<file path="config.mk">
export PLATFORM = sky130hd
export DESIGN_NAME = bram_port_arbiter_flat
export DESIGN_NICKNAME = d
export VERILOG_FILES = /design/src/rtl/bram_port_arbiter_if.sv /design/src/rtl/bram_port_arbiter.sv /design/src/flat_wrapper.sv
export SDC_FILE = /design/constraint.sdc
export NUM_CORES = 1
export LEC_CHECK = 0
export CAP_MARGIN = 10
export CORE_UTILIZATION = 52
export CTS_CLUSTER_SIZE = 24
export DETAILED_ROUTE_END_ITERATION = 8
export DONT_BUFFER_PORTS = 1
export PLACE_DENSITY = 0.65
export SYNTH_ARGS = -nofsm -noshare
export SYNTH_HDL_FRONTEND = slang
export SYNTH_SLANG_ARGS = --single-unit
export TNS_END_PERCENT = 30
</file>
<file path="constraint.sdc">
create_clock -name clka -period 1.78 [get_ports clka]
set_clock_uncertainty 0.2 [all_clocks]
set_input_delay 0 -clock clka [delete_from_list [all_inputs] [get_ports clka]]
set_output_delay 0 -clock clka [all_outputs]
set_load 0.02 [all_outputs]
</file>
<file path="src/rtl/bram_port_arbiter_if.sv">
// Two-client request/ack bundle plus the BRAM port A signals for bram_port_arbiter.
// slave is the arbiter's view; master is the clients/BRAM side.
interface bram_port_arbiter_if #(
   parameter int unsigned ADDR_W = 8,
   parameter int unsigned DATA_W = 8
);
   logic              req0;
   logic              we0;
   logic [ADDR_W-1:0] addr0;
   logic [DATA_W-1:0] din0;
   logic              ack0;
   logic              rvalid0;
   logic [DATA_W-1:0] rdata0;

   logic              req1;
   logic              we1;
   logic [ADDR_W-1:0] addr1;
   logic [DATA_W-1:0] din1;
   logic              ack1;
   logic              rvalid1;
   logic [DATA_W-1:0] rdata1;

   logic              ena;
   logic              wea;
   logic [ADDR_W-1:0] addra;
   logic [DATA_W-1:0] dina;
   logic [DATA_W-1:0] douta;

   modport slave (
      input  req0, we0, addr0, din0, req1, we1, addr1, din1, douta,
      output ack0, rvalid0, rdata0, ack1, rvalid1, rdata1, ena, wea, addra, dina
   );

   modport master (
      output req0, we0, addr0, din0, req1, we1, addr1, din1, douta,
      input  ack0, rvalid0, rdata0, ack1, rvalid1, rdata1, ena, wea, addra, dina
   );
endinterface

</file>
<file path="src/rtl/bram_port_arbiter.sv">
// Round-robin arbiter sharing one single-port BRAM between two clients,
// with a read-latency pipeline that returns a per-port read-valid strobe.
module bram_port_arbiter #(
   parameter int unsigned ADDR_W = 8,
   parameter int unsigned DATA_W = 8,
   parameter int unsigned RD_LAT = 2
) (
   input logic                clka,
   input logic                rsta,
   bram_port_arbiter_if.slave bus
);

   logic              elig0_c, elig1_c, grant0_c, grant1_c;
   logic              prio1_q, prio1_d;
   logic              ena_q, ena_d;
   logic              wea_q, wea_d;
   logic [ADDR_W-1:0] addra_q, addra_d;
   logic [DATA_W-1:0] dina_q, dina_d;
   logic              ack0_q, ack0_d;
   logic              ack1_q, ack1_d;
   logic              rvalid0_q, rvalid0_d;
   logic              rvalid1_q, rvalid1_d;
   logic [RD_LAT-1:0] rd_vld_q, rd_vld_d;
   logic [RD_LAT-1:0] rd_tag_q, rd_tag_d;

   // Grant selection, BRAM command capture and read-return tracking
   always_comb begin
      ena_d     = 1'b0;
      wea_d     = 1'b0;
      addra_d   = addra_q;
      dina_d    = dina_q;
      prio1_d   = prio1_q;

      // A just-acked port is masked: its requester has not yet moved on
      elig0_c   = bus.req0 & ~ack0_q;
      elig1_c   = bus.req1 & ~ack1_q;
      grant0_c  = elig0_c & (~elig1_c | ~prio1_q);
      grant1_c  = elig1_c & ~grant0_c;

      ack0_d    = grant0_c;
      ack1_d    = grant1_c;

      if (grant0_c) begin
         ena_d   = 1'b1;
         wea_d   = bus.we0;
         addra_d = bus.addr0;
         dina_d  = bus.din0;
         prio1_d = 1'b1;
      end else if (grant1_c) begin
         ena_d   = 1'b1;
         wea_d   = bus.we1;
         addra_d = bus.addr1;
         dina_d  = bus.din1;
         prio1_d = 1'b0;
      end

      // Stage 0 corresponds to the ack cycle; the tail lands RD_LAT cycles later
      rd_vld_d  = RD_LAT'({rd_vld_q, ena_d & ~wea_d});
      rd_tag_d  = RD_LAT'({rd_tag_q, grant1_c});
      rvalid0_d = rd_vld_q[RD_LAT-1] & ~rd_tag_q[RD_LAT-1];
      rvalid1_d = rd_vld_q[RD_LAT-1] &  rd_tag_q[RD_LAT-1];
   end

   always_ff @(posedge clka) begin
      if (rsta) begin
         prio1_q   <= 1'b0;
         ena_q     <= 1'b0;
         wea_q     <= 1'b0;
         addra_q   <= '0;
         dina_q    <= '0;
         ack0_q    <= 1'b0;
         ack1_q    <= 1'b0;
         rvalid0_q <= 1'b0;
         rvalid1_q <= 1'b0;
         rd_vld_q  <= '0;
         rd_tag_q  <= '0;
      end else begin
         prio1_q   <= prio1_d;
         ena_q     <= ena_d;
         wea_q     <= wea_d;
         addra_q   <= addra_d;
         dina_q    <= dina_d;
         ack0_q    <= ack0_d;
         ack1_q    <= ack1_d;
         rvalid0_q <= rvalid0_d;
         rvalid1_q <= rvalid1_d;
         rd_vld_q  <= rd_vld_d;
         rd_tag_q  <= rd_tag_d;
      end
   end

   assign bus.ena     = ena_q;
   assign bus.wea     = wea_q;
   assign bus.addra   = addra_q;
   assign bus.dina    = dina_q;
   assign bus.ack0    = ack0_q;
   assign bus.ack1    = ack1_q;
   assign bus.rvalid0 = rvalid0_q;
   assign bus.rvalid1 = rvalid1_q;
   assign bus.rdata0  = bus.douta;
   assign bus.rdata1  = bus.douta;

endmodule

</file>
<file path="src/flat_wrapper.sv">
// flat-port wrapper written by rule: the top's interface ports become plain ports
module bram_port_arbiter_flat 
#(
   parameter int unsigned ADDR_W = 8,
   parameter int unsigned DATA_W = 8,
   parameter int unsigned RD_LAT = 2
)
  (clka, rsta, bus_req0, bus_we0, bus_addr0, bus_din0, bus_req1, bus_we1, bus_addr1, bus_din1, bus_douta, bus_ack0, bus_rvalid0, bus_rdata0, bus_ack1, bus_rvalid1, bus_rdata1, bus_ena, bus_wea, bus_addra, bus_dina);
  bram_port_arbiter_if #(.ADDR_W(ADDR_W), .DATA_W(DATA_W)) bus_i ();
  input logic clka;
  input logic rsta;
  input wire logic [$bits(bus_i.req0)-1:0] bus_req0;
  input wire logic [$bits(bus_i.we0)-1:0] bus_we0;
  input wire logic [$bits(bus_i.addr0)-1:0] bus_addr0;
  input wire logic [$bits(bus_i.din0)-1:0] bus_din0;
  input wire logic [$bits(bus_i.req1)-1:0] bus_req1;
  input wire logic [$bits(bus_i.we1)-1:0] bus_we1;
  input wire logic [$bits(bus_i.addr1)-1:0] bus_addr1;
  input wire logic [$bits(bus_i.din1)-1:0] bus_din1;
  input wire logic [$bits(bus_i.douta)-1:0] bus_douta;
  output wire logic [$bits(bus_i.ack0)-1:0] bus_ack0;
  output wire logic [$bits(bus_i.rvalid0)-1:0] bus_rvalid0;
  output wire logic [$bits(bus_i.rdata0)-1:0] bus_rdata0;
  output wire logic [$bits(bus_i.ack1)-1:0] bus_ack1;
  output wire logic [$bits(bus_i.rvalid1)-1:0] bus_rvalid1;
  output wire logic [$bits(bus_i.rdata1)-1:0] bus_rdata1;
  output wire logic [$bits(bus_i.ena)-1:0] bus_ena;
  output wire logic [$bits(bus_i.wea)-1:0] bus_wea;
  output wire logic [$bits(bus_i.addra)-1:0] bus_addra;
  output wire logic [$bits(bus_i.dina)-1:0] bus_dina;
  assign bus_i.req0 = bus_req0;
  assign bus_i.we0 = bus_we0;
  assign bus_i.addr0 = bus_addr0;
  assign bus_i.din0 = bus_din0;
  assign bus_i.req1 = bus_req1;
  assign bus_i.we1 = bus_we1;
  assign bus_i.addr1 = bus_addr1;
  assign bus_i.din1 = bus_din1;
  assign bus_i.douta = bus_douta;
  assign bus_ack0 = bus_i.ack0;
  assign bus_rvalid0 = bus_i.rvalid0;
  assign bus_rdata0 = bus_i.rdata0;
  assign bus_ack1 = bus_i.ack1;
  assign bus_rvalid1 = bus_i.rvalid1;
  assign bus_rdata1 = bus_i.rdata1;
  assign bus_ena = bus_i.ena;
  assign bus_wea = bus_i.wea;
  assign bus_addra = bus_i.addra;
  assign bus_dina = bus_i.dina;
  bram_port_arbiter #(.ADDR_W(ADDR_W), .DATA_W(DATA_W), .RD_LAT(RD_LAT)) u_core (.clka(clka), .rsta(rsta), .bus(bus_i));
endmodule
</file>
==> results.toml <==
[floorplanning]
rows = 18
dieArea_um2 = 2920
fp.dieH_um = 54.0
start_util_pct = 55.8
die_w_um = 54.0
core_um2 = 2520
ioPinCount = 84

[power]
power_density_nw_per_um2 = 786
p_leak_nw = 0.788
peakVddDrop_mv = 0.568

[run]
drv_cap = 0

[routing]
vias_per_cell = 5.98
firstDrtPassIters = 4
wl_per_cell_um = 17.0
first_iter_violations = 24
wirelength_um = 3420
vias = 1202
drc = 0
ant_nets = 0

[setup_path]
crit_path_start = "u_core.rd_tag_q[0]"
worstPathArrival_ns = 1.74
worst-setup-path-type = "reg -> reg"
reg2reg_to = "u_core.prio1_q"
max_stage_delay_ns = 0.54
cp_cell_sequence = "nand2b_1 -> buf_4 -> mux2i_1 -> nor2_1 -> dlygate4sd3_1"
end_kind = "register"
critPathMaxFanout = 7
endpoint = "u_core.prio1_q"
critPathTopFamily = "buffers and inverters"
worstReg2RegStart = "u_core.rd_tag_q[0]"
worst-r2r-cell-count = 5
reg2reg_slack_ns = 0.07
required_ns = 1.81
crit_cells = 5
startpoint_type = "register"
path_buf_inv = 2
cp_slowest_cell = "dlygate4sd3_1"

[yosys]
avgSynthCellArea_um2 = 10.1
ys_seq_elements = 26
syn_nets = 185
ys_types = 25
synth.most_common_cell = "dfxtp_1"
syn_area_um2 = 1410
synth_top_flop_cell = "dfxtp_1"
syn_inst = 139
synthTopCellsByArea = "dfxtp_1 (37%), a221o_1 (11%), and4b_1 (11%)"
yosys.area.top_type = "dfxtp_1"
yosysWarnings = 0
synth_top_area_share_pct = 37.0
async_flop_share_pct = 0
synth-edff-count = 0
seq_area_frac_synth_pct = 37.0
ys_top_cells_by_count = "dfxtp_1 (26), buf_4 (19), nand2b_1 (18)"

[sta]
setup_violations = 0
setup_ws_ns = 0.0669
tns_ns = 0
finalHoldViolations = 0
timing.fmax_mhz = 584
drv_slew = 0
tightest_slew_ns = 0.659
slew-limit-headroom_pct = 55.9
period_needed_ns = 1.71
min_period_over_period_pct = 96.2

[cts]
numCtsBuffers = 3
clock_path_buffers = 2
htree_levels = 1
clock_latency_ns = 0.32
path_clk_slew_ns = 0.15
clockRootBuffer = "clkbuf_4"
cts_tree = "built"
cts.sinks = 26

[grt]
track_usage_pct = 24.1
overflow = 0
grt_max_degree = 43
grt_first_pass_wirelength_um = 5080
antenna_found_initial = 0
grt_pass1_vias = 1138

[finish]
finalInstanceArea_um2 = 1840
antenna_cells = 0
syn2layout_area_growth_pct = 30.4
final_cells = 201
drive_gt1_share_pct = 12.3
nets = 218
nFillCells = 191

[worst_hold_path]
hold_path.class = "in -> reg"

[placed_design]
routabilityCongestion = 0.651
post-place-ws_ns = 0.122
placed_cell_area_um2 = 1280
place_inst = 147
io_buffers = 0
dp_hpwl_um = 1930

[status]
status = "finished clean"
## flip-flops by register name, summed over array words and instances (netlist names)
register            cells
u_core.bus.rvalid1      1
u_core.bus.rvalid0      1
u_core.bus.addra        8
u_core.bus.dina         8
u_core.prio1_q          1
u_core.bus.wea          1
u_core.bus.ena          1
u_core.rd_vld_q         2
u_core.rd_tag_q         2
u_core.bus.ack0         1
## worst min-delay path by stage
stage                      start              to  slack, ns  cells after the start
detailed placement  bus_douta[2]   bus_rdata1[2]      -0.20                      0
CTS                      bus_we0  u_core.bus.wea       0.19                      3
global route             bus_we0  u_core.bus.wea       0.16                      3
floorplan           bus_douta[0]   bus_rdata0[0]      -0.09                      1
global placement    bus_douta[2]   bus_rdata1[2]      -0.20                      0
finish                   bus_we0  u_core.bus.wea       0.19                      3
## worst register-to-register path, cell delays in order (launching register included)
cell,delay (ns)
dfxtp_2,0.36
nand2b_1,0.16
buf_4,0.18
mux2i_1,0.13
nor2_1,0.05
dlygate4sd3_1,0.54
## cells in the final DEF (no fill, tap or decap)
master | synthesis | final
nor3b_1 | 1 | 1
buf_12 | 0 | 1
a221o_1 | 16 | 16
dfxtp_1 | 26 | 25
clkbuf_4 | 0 | 3
nor2b_1 | 2 | 2
a21oi_2 | 1 | 1
nand2_4 | 1 | 1
nand3b_4 | 1 | 1
a211oi_1 | 1 | 1
nand2b_1 | 18 | 18
a21oi_1 | 17 | 17
and2b_1 | 1 | 1
buf_4 | 19 | 10
nor2_1 | 2 | 2
and3b_1 | 1 | 1
mux2i_1 | 1 | 1
dlygate4sd3_1 | 0 | 46
nor3_4 | 1 | 1
and4b_1 | 16 | 16
bufinv_16 | 0 | 1
o211ai_1 | 1 | 1
and3_1 | 1 | 1
nand3_1 | 1 | 1
dfxtp_2 | 0 | 1
nor2b_4 | 1 | 1
## per-layer routing
metal | track usage (%) | wire, um
met5 | 0 | 0
met4 | 5.98 | 12
met3 | 4.80 | 220
met2 | 47.5 | 1780
met1 | 25.5 | 1400
## power breakdown
part	internal, mW	total (mW)	switching (mW)
registers	0.634	0.720	0.0862
clock network	0.228	0.413	0.185
logic	0.164	0.310	0.146
total	1.03	1.44	0.417
## cell type report
cell class	instances	area (um2)	area share, %
clock buffer	3	22.5	1.23
clock inverter	1	30.0	1.64
multi-input combinational	84	668	36.4
sequential	26	522	28.4
tap	30	37.5	2.04
timing repair buffer	57	556	30.3
## kinds of logic (layout without fill, tap and decap cells)
| logic type | count (synthesis) | after routing | synth area share, % |
|---|---|---|---|
| AND/OR/NAND/NOR | 47 | 47 | 27.6 |
| AO/OA/AOI/OAI | 36 | 36 | 19.1 |
| buffers and inverters | 29 | 61 | 15.6 |
| flip-flops | 26 | 26 | 37.0 |
| multiplexers | 1 | 1 | 0.711 |
## per-stage QoR
stage	total power, mW	util (%)	hold WS [ns]
final	1.44	72.8	0.185
after global routing	1.50	72.8	0.165
after CTS	1.43	71.8	0.193
after detailed placement	0.906	50.7	-0.200
after global placement	0.899	50.7	-0.200
after floorplan	0.936	-	-0.0874
## timing repair
action | in CTS | in global routing
hold buffers | 47 | 0
hold endpoints to repair | 42 | 0
setup buffers | 0 | 3
endpoints found under the setup margin | 0 | 1
resized for setup | 0 | 1
No activity file was read; power rests on OpenSTA's default activity.
